**src/rtl/ahb_pkg.sv**
```systemverilog
// rtl/ahb_pkg.sv - shared AHB-Lite constants and interrupt controller register offsets
package ahb_pkg;

    localparam logic [1:0] HTRANS_IDLE   = 2'b00;
    localparam logic [1:0] HTRANS_BUSY   = 2'b01;
    localparam logic [1:0] HTRANS_NONSEQ = 2'b10;
    localparam logic [1:0] HTRANS_SEQ    = 2'b11;

    localparam logic [2:0] HSIZE_WORD    = 3'b010;
    localparam logic [2:0] HBURST_SINGLE = 3'b000;

    // Word offsets (haddr[4:2]) of the interrupt controller registers
    localparam logic [2:0] INTC_ENABLE  = 3'd0;
    localparam logic [2:0] INTC_TYPE    = 3'd1;
    localparam logic [2:0] INTC_PENDING = 3'd2;
    localparam logic [2:0] INTC_CLAIM   = 3'd3;
    localparam logic [2:0] INTC_CTRL    = 3'd4;

    localparam int INTC_ID_W = 5;

endpackage

```
**src/rtl/intc_prio_enc.sv**
```systemverilog
// rtl/intc_prio_enc.sv - lowest-index-wins priority encoder, returns bit index + 1 or 0 for none
module intc_prio_enc #(
    parameter int N    = 8,
    parameter int ID_W = 5
) (
    input  logic [N-1:0]    mask,
    output logic [ID_W-1:0] id
);

    // Scan from the top so the lowest set bit is the last assignment to stick
    always_comb begin
        id = '0;
        for (int k = N - 1; k >= 0; k--) begin
            if (mask[k]) begin
                id = ID_W'(k + 1);
            end
        end
    end

endmodule

```
**src/rtl/ahb_intc.sv**
```systemverilog
// rtl/ahb_intc.sv - AHB-Lite interrupt controller with level/edge sources and claim/complete
module ahb_intc
    import ahb_pkg::*;
#(
    parameter int AWIDTH  = 32,
    parameter int DWIDTH  = 32,
    parameter int NUM_IRQ = 8
) (
    input  logic              hclk,
    input  logic              hreset,
    input  logic              hsel_i,
    input  logic              hwrite_i,
    input  logic              hready_i,
    input  logic [2:0]        hsize_i,
    input  logic [2:0]        hburst_i,
    input  logic [1:0]        htrans_i,
    input  logic [DWIDTH-1:0] hwdata_i,
    input  logic [AWIDTH-1:0] haddr_i,
    output logic              hreadyout_o,
    output logic              hresp_o,
    output logic [DWIDTH-1:0] hrdata_o,
    input  logic [NUM_IRQ-1:0] irq_src_i,
    output logic              irq_o
);

    logic                 dp_valid;
    logic                 dp_write;
    logic [2:0]           dp_off;
    logic [NUM_IRQ-1:0]   enable;
    logic [NUM_IRQ-1:0]   trig_type;
    logic [NUM_IRQ-1:0]   edge_pend;
    logic [NUM_IRQ-1:0]   src_d;
    logic                 ctrl_en;
    logic [INTC_ID_W-1:0] in_service;

    logic                 accept;
    logic                 rd_en;
    logic                 wr_en;
    logic [NUM_IRQ-1:0]   pending_vec;
    logic [INTC_ID_W-1:0] best_id;
    logic [INTC_ID_W-1:0] claim_val;
    logic                 claim_take;
    logic [NUM_IRQ-1:0]   set_mask;
    logic [NUM_IRQ-1:0]   clr_mask;
    logic [NUM_IRQ-1:0]   type_chg;
    logic [NUM_IRQ-1:0]   edge_next;
    logic                 unused_bits;

    assign hreadyout_o = 1'b1;
    assign hresp_o     = 1'b0;
    assign unused_bits = ^{hburst_i, haddr_i, hwdata_i, htrans_i[0]};

    assign accept = hsel_i & hready_i & htrans_i[1] & (hsize_i == HSIZE_WORD);
    assign rd_en  = dp_valid & ~dp_write;
    assign wr_en  = dp_valid & dp_write;

    assign pending_vec = (edge_pend & trig_type) | (irq_src_i & ~trig_type);

    intc_prio_enc #(
        .N    (NUM_IRQ),
        .ID_W (INTC_ID_W)
    ) u_prio (
        .mask (pending_vec & enable),
        .id   (best_id)
    );

    assign claim_val  = (in_service == '0) ? best_id : '0;
    assign claim_take = rd_en & (dp_off == INTC_CLAIM) & (claim_val != '0);

    // A new edge is ORed in after the claim clear so a coincident edge is not lost
    always_comb begin
        set_mask = irq_src_i & ~src_d & trig_type;
        clr_mask = '0;
        for (int k = 0; k < NUM_IRQ; k++) begin
            clr_mask[k] = claim_take & (best_id == INTC_ID_W'(k + 1));
        end
        type_chg = '0;
        if (wr_en && dp_off == INTC_TYPE) begin
            type_chg = trig_type ^ hwdata_i[NUM_IRQ-1:0];
        end
        edge_next = ((edge_pend & ~clr_mask) | set_mask) & ~type_chg;
    end

    always_comb begin
        hrdata_o = '0;
        if (rd_en) begin
            case (dp_off)
                INTC_ENABLE:  hrdata_o = DWIDTH'(enable);
                INTC_TYPE:    hrdata_o = DWIDTH'(trig_type);
                INTC_PENDING: hrdata_o = DWIDTH'(pending_vec);
                INTC_CLAIM:   hrdata_o = DWIDTH'(claim_val);
                INTC_CTRL:    hrdata_o = DWIDTH'({in_service != '0, ctrl_en});
                default:      hrdata_o = '0;
            endcase
        end
    end

    always_ff @(posedge hclk) begin
        if (hreset) begin
            dp_valid   <= 1'b0;
            dp_write   <= 1'b0;
            dp_off     <= '0;
            enable     <= '0;
            trig_type  <= '0;
            edge_pend  <= '0;
            src_d      <= '0;
            ctrl_en    <= 1'b0;
            in_service <= '0;
            irq_o      <= 1'b0;
        end else begin
            src_d     <= irq_src_i;
            edge_pend <= edge_next;
            irq_o     <= ctrl_en & (best_id != '0) & (in_service == '0);
            dp_valid  <= accept;
            if (accept) begin
                dp_write <= hwrite_i;
                dp_off   <= haddr_i[4:2];
            end
            if (wr_en) begin
                case (dp_off)
                    INTC_ENABLE: enable    <= hwdata_i[NUM_IRQ-1:0];
                    INTC_TYPE:   trig_type <= hwdata_i[NUM_IRQ-1:0];
                    INTC_CTRL:   ctrl_en   <= hwdata_i[0];
                    INTC_CLAIM: begin
                        if (in_service != '0 && hwdata_i[INTC_ID_W-1:0] == in_service) begin
                            in_service <= '0;
                        end
                    end
                    default: ;
                endcase
            end
            if (claim_take) begin
                in_service <= best_id;
            end
        end
    end

endmodule
```
**config.mk**
```make
export PLATFORM = sky130hd
export DESIGN_NAME = ahb_intc
export DESIGN_NICKNAME = d
export VERILOG_FILES = /design/src/rtl/ahb_pkg.sv /design/src/rtl/intc_prio_enc.sv /design/src/rtl/ahb_intc.sv
export SDC_FILE = /design/constraint.sdc
export NUM_CORES = 1
export LEC_CHECK = 0
export ABC_AREA = 1
export BUFFER_PORTS_ARGS = -buffer_cell sky130_fd_sc_hd__clkbuf_2
export CORE_ASPECT_RATIO = 0.6
export CORE_MARGIN = 2
export CORE_UTILIZATION = 45
export CTS_BUF_LIST = sky130_fd_sc_hd__clkbuf_4 sky130_fd_sc_hd__clkbuf_8 sky130_fd_sc_hd__clkbuf_16
export DETAILED_ROUTE_END_ITERATION = 8
export GPL_ROUTABILITY_DRIVEN = 0
export PLACE_DENSITY = 0.77
export SETUP_SLACK_MARGIN = 0.1
export SYNTH_ARGS = -nofsm -noshare
export SYNTH_HDL_FRONTEND = slang
export SYNTH_HIERARCHICAL = 1
export SYNTH_SLANG_ARGS = --single-unit
```
**constraint.sdc**
```tcl
create_clock -name hclk -period 4.7 [get_ports hclk]
set_clock_uncertainty 0.05 [all_clocks]
set_input_delay 0.94 -clock hclk [delete_from_list [all_inputs] [get_ports hclk]]
set_output_delay 0.94 -clock hclk [all_outputs]
set_load 0.01 [all_outputs]
```
==> flow_summary.toml <==
[outcome]
status = "complete, no violations"

[power]
leakage_nw = 1.27
p_int_w = 0.000583
power.total_w = 0.000760
peakVddDrop_uv = 119
switching_share_pct = 23.3
powerDensity_mw_per_mm2 = 264
comb_power_share_pct = 8.2
p_sw_w = 0.000177
p_seq_share_pct = 49.8
clkPwrFrac_pct = 42.0

[yosys]
seq_area_frac_synth_pct = 33.5
netlist.area_leader.share_pct = 33.5
ys_ff_latch = 44
avgSynthCellArea_um2 = 6.73
synthCells = 391
synth_cell_types = 34
syn_area_mm2 = 0.00263
synth_top_area_cell = "dfxtp_1"
synth_warnings = 6
synth_area_leaders = "dfxtp_1, nand2_1, buf_4"

[clocking]
hold_buffers = 0
htreeDepth = 2
clkSinkCount = 44
post_cts_buffers = 0
clock_latency_ns = 0.31
cts_tree = "yes"
clockBufferDepth = 2
path_clk_slew_ns = 0.08
cts.repair.resized = 0
root_buffer = "clkbuf_8"
cts_made_buffers = 5

[drt]
drc = 0
via_per_inst = 4.95
drtAntennaViolNets = 0
wl_um = 6530
vias = 2493
wl_per_cell_um = 13.0
firstDrtPassIters = 5
drt-initial-drc-count = 239

[worst_setup_path]
crit_chain = "clkbuf_2, inv_1, o21a_1, nor2_1, nor2_2, o21ai_1, a21oi_1, inv_1, nor3_1, o21ai_1, inv_1, clkbuf_2"
cp.required_ns = 3.71
path_buf_inv = 5
critPathKind = "in -> out"
crit_arrival_ns = 2.82
endpoint_kind = "output port"
path_max_fanout = 6
cpMaxStageDelayCell = "a21oi_1"
cp_top_family = "compound AO/OA/AOI/OAI gates"
start_kind = "input port"
cpPeakStageDelay_ns = 0.51
cpMostUsedCell = "inv_1"

[min_path]
hold_path.class = "reg -> reg"

[grt]
grt_antenna_before_repair = 0
grt_first_pass_wirelength_um = 10200
grt_max_degree = 30
grt_pass1_vias = 2061
track_usage_pct = 20.6
gr-total-overflow = 0

[sta]
rsz0062_at_grt = "false"
fmax_mhz = 262
setup_violations = 0
max_slew.worst_pin.slew_ns = 0.832
fin_crit_ns = 3.81
tns_ns = 0
finalCritPeriodShare_pct = 81.1
slew_headroom_pct = 44.5
hold_viol = 0
slew_viol_final = 0

[floorplanning]
die_w_um = 103
start_util_pct = 47.0
core_mm2 = 0.00560
die_area_mm2 = 0.00649
die_h_um = 63.2
row_count = 21
io_pins = 120

[finish]
fin_area_mm2 = 0.00288
syn_to_final_growth_pct = 9.32
diodes = 0
nets = 508
layout-drive-gt1-share_pct = 17.5

[place]
place_area_mm2 = 0.00275
dp_hpwl_um = 5110
portBuffers = 36

[flow_run]
maxCapViolations = 0
==> cell usage after synthesis (all sizes together) <==
library cell,instances
buf,34
nor3b,1
o221ai,3
o22ai,4
or2,2
o21ai,36
clkbuf,1
inv,58
a31oi,1
o31ai,3
conb,3
dfxtp,44
nor2,57
o21a,4
a21oi,43
nor4,1
xnor2,6
nand2,75
nor3,2
nand4,2
nand3,10
a41oi,1
==> placed cells by master (no fill, tap or decap), drive strengths merged, types with 2 or more instances in the layout <==
master / n
nand2: 75
or2: 2
clkbuf: 43
nor2: 57
xnor2: 6
nor3: 2
dfxtp: 44
o31ai: 3
o221ai: 3
conb: 27
o22ai: 4
a21oi: 43
o21a: 4
nand4: 2
inv: 58
nand3: 10
o21ai: 36
==> path summary, 6_finish.rpt <==
path | to | start | slack (ns) | cells past startpoint
max | hrdata_o[1] | irq_src_i[4] | 0.89 | 12
min | edge_pend[4] | edge_pend[4] | 0.42 | 2
max reg2reg | edge_pend[3] | trig_type[2] | 2.03 | 15
min reg2reg | edge_pend[4] | edge_pend[4] | 0.42 | 2
==> stage by stage <==
| stage | util (%) | cells | hold slack [ns] | setup slack (ns) |
|---|---|---|---|---|
| after global routing | 51.4 | 504 | 0.450 | 0.761 |
| after CTS | 51.4 | 504 | 0.418 | 0.946 |
| after floorplan | - | 415 | 0.387 | 1.57 |
| after detailed placement | 49.1 | 496 | 0.407 | 0.952 |
| final | 51.4 | 504 | 0.416 | 0.890 |
| after global placement | 49.1 | 496 | 0.401 | 1.01 |
==> per-layer routing <==
layer	GRT usage (%)	routed length (um)	share of wire, %	vias to the layer above
met5	0	0	0	-
met3	4.55	711	11	7
li1	-	-	-	1258
met1	34.0	3300	51	1127
met2	26.0	2460	38	101
met4	5.17	53	0.81	0
==> cell type report <==
type / instances / area (um2)
clock inverter: 1 / 30.0
clock buffer: 7 / 96.3
tap: 80 / 100
fill: 578 / 2720
timing repair buffer: 36 / 180
multi-input combinational: 278 / 1370
inverter: 58 / 218
sequential: 44 / 881
==> tightest hold or removal path, cell delays in order (launching register included) <==
cell and delay [ns]:
dfxtp_1 0.31, nand2_1 0.06, a21oi_1 0.05
==> cell families after synthesis <==
family          synth area share [%]
buf+inv                         17.8
xor+xnor                        2.00
other cells                    0.428
flops                           33.5
simple gates                    26.0
compound gates                  20.3
==> flip-flops by register name, summed over array words and instances, names as in the netlist <==
| register | flops |
|---|---|
| edge_pend | 8 |
| enable | 8 |
| src_d | 8 |
| trig_type | 8 |
| in_service | 5 |
| dp_off | 3 |
| ctrl_en | 1 |
| dp_valid | 1 |
| dp_write | 1 |
| irq_o | 1 |
==> power by group through the flow <==
stage           logic, W  registers [W]  clock network (W)
2_1_floorplan  0.0000551       0.000387                  0
3_3_place_gp   0.0000600       0.000387                  0
3_5_place_dp   0.0000607       0.000387                  0
4_1_cts        0.0000610       0.000378           0.000324
5_1_grt        0.0000693       0.000379           0.000343
6_report       0.0000623       0.000378           0.000319
(Power assumes the default switching activity.)
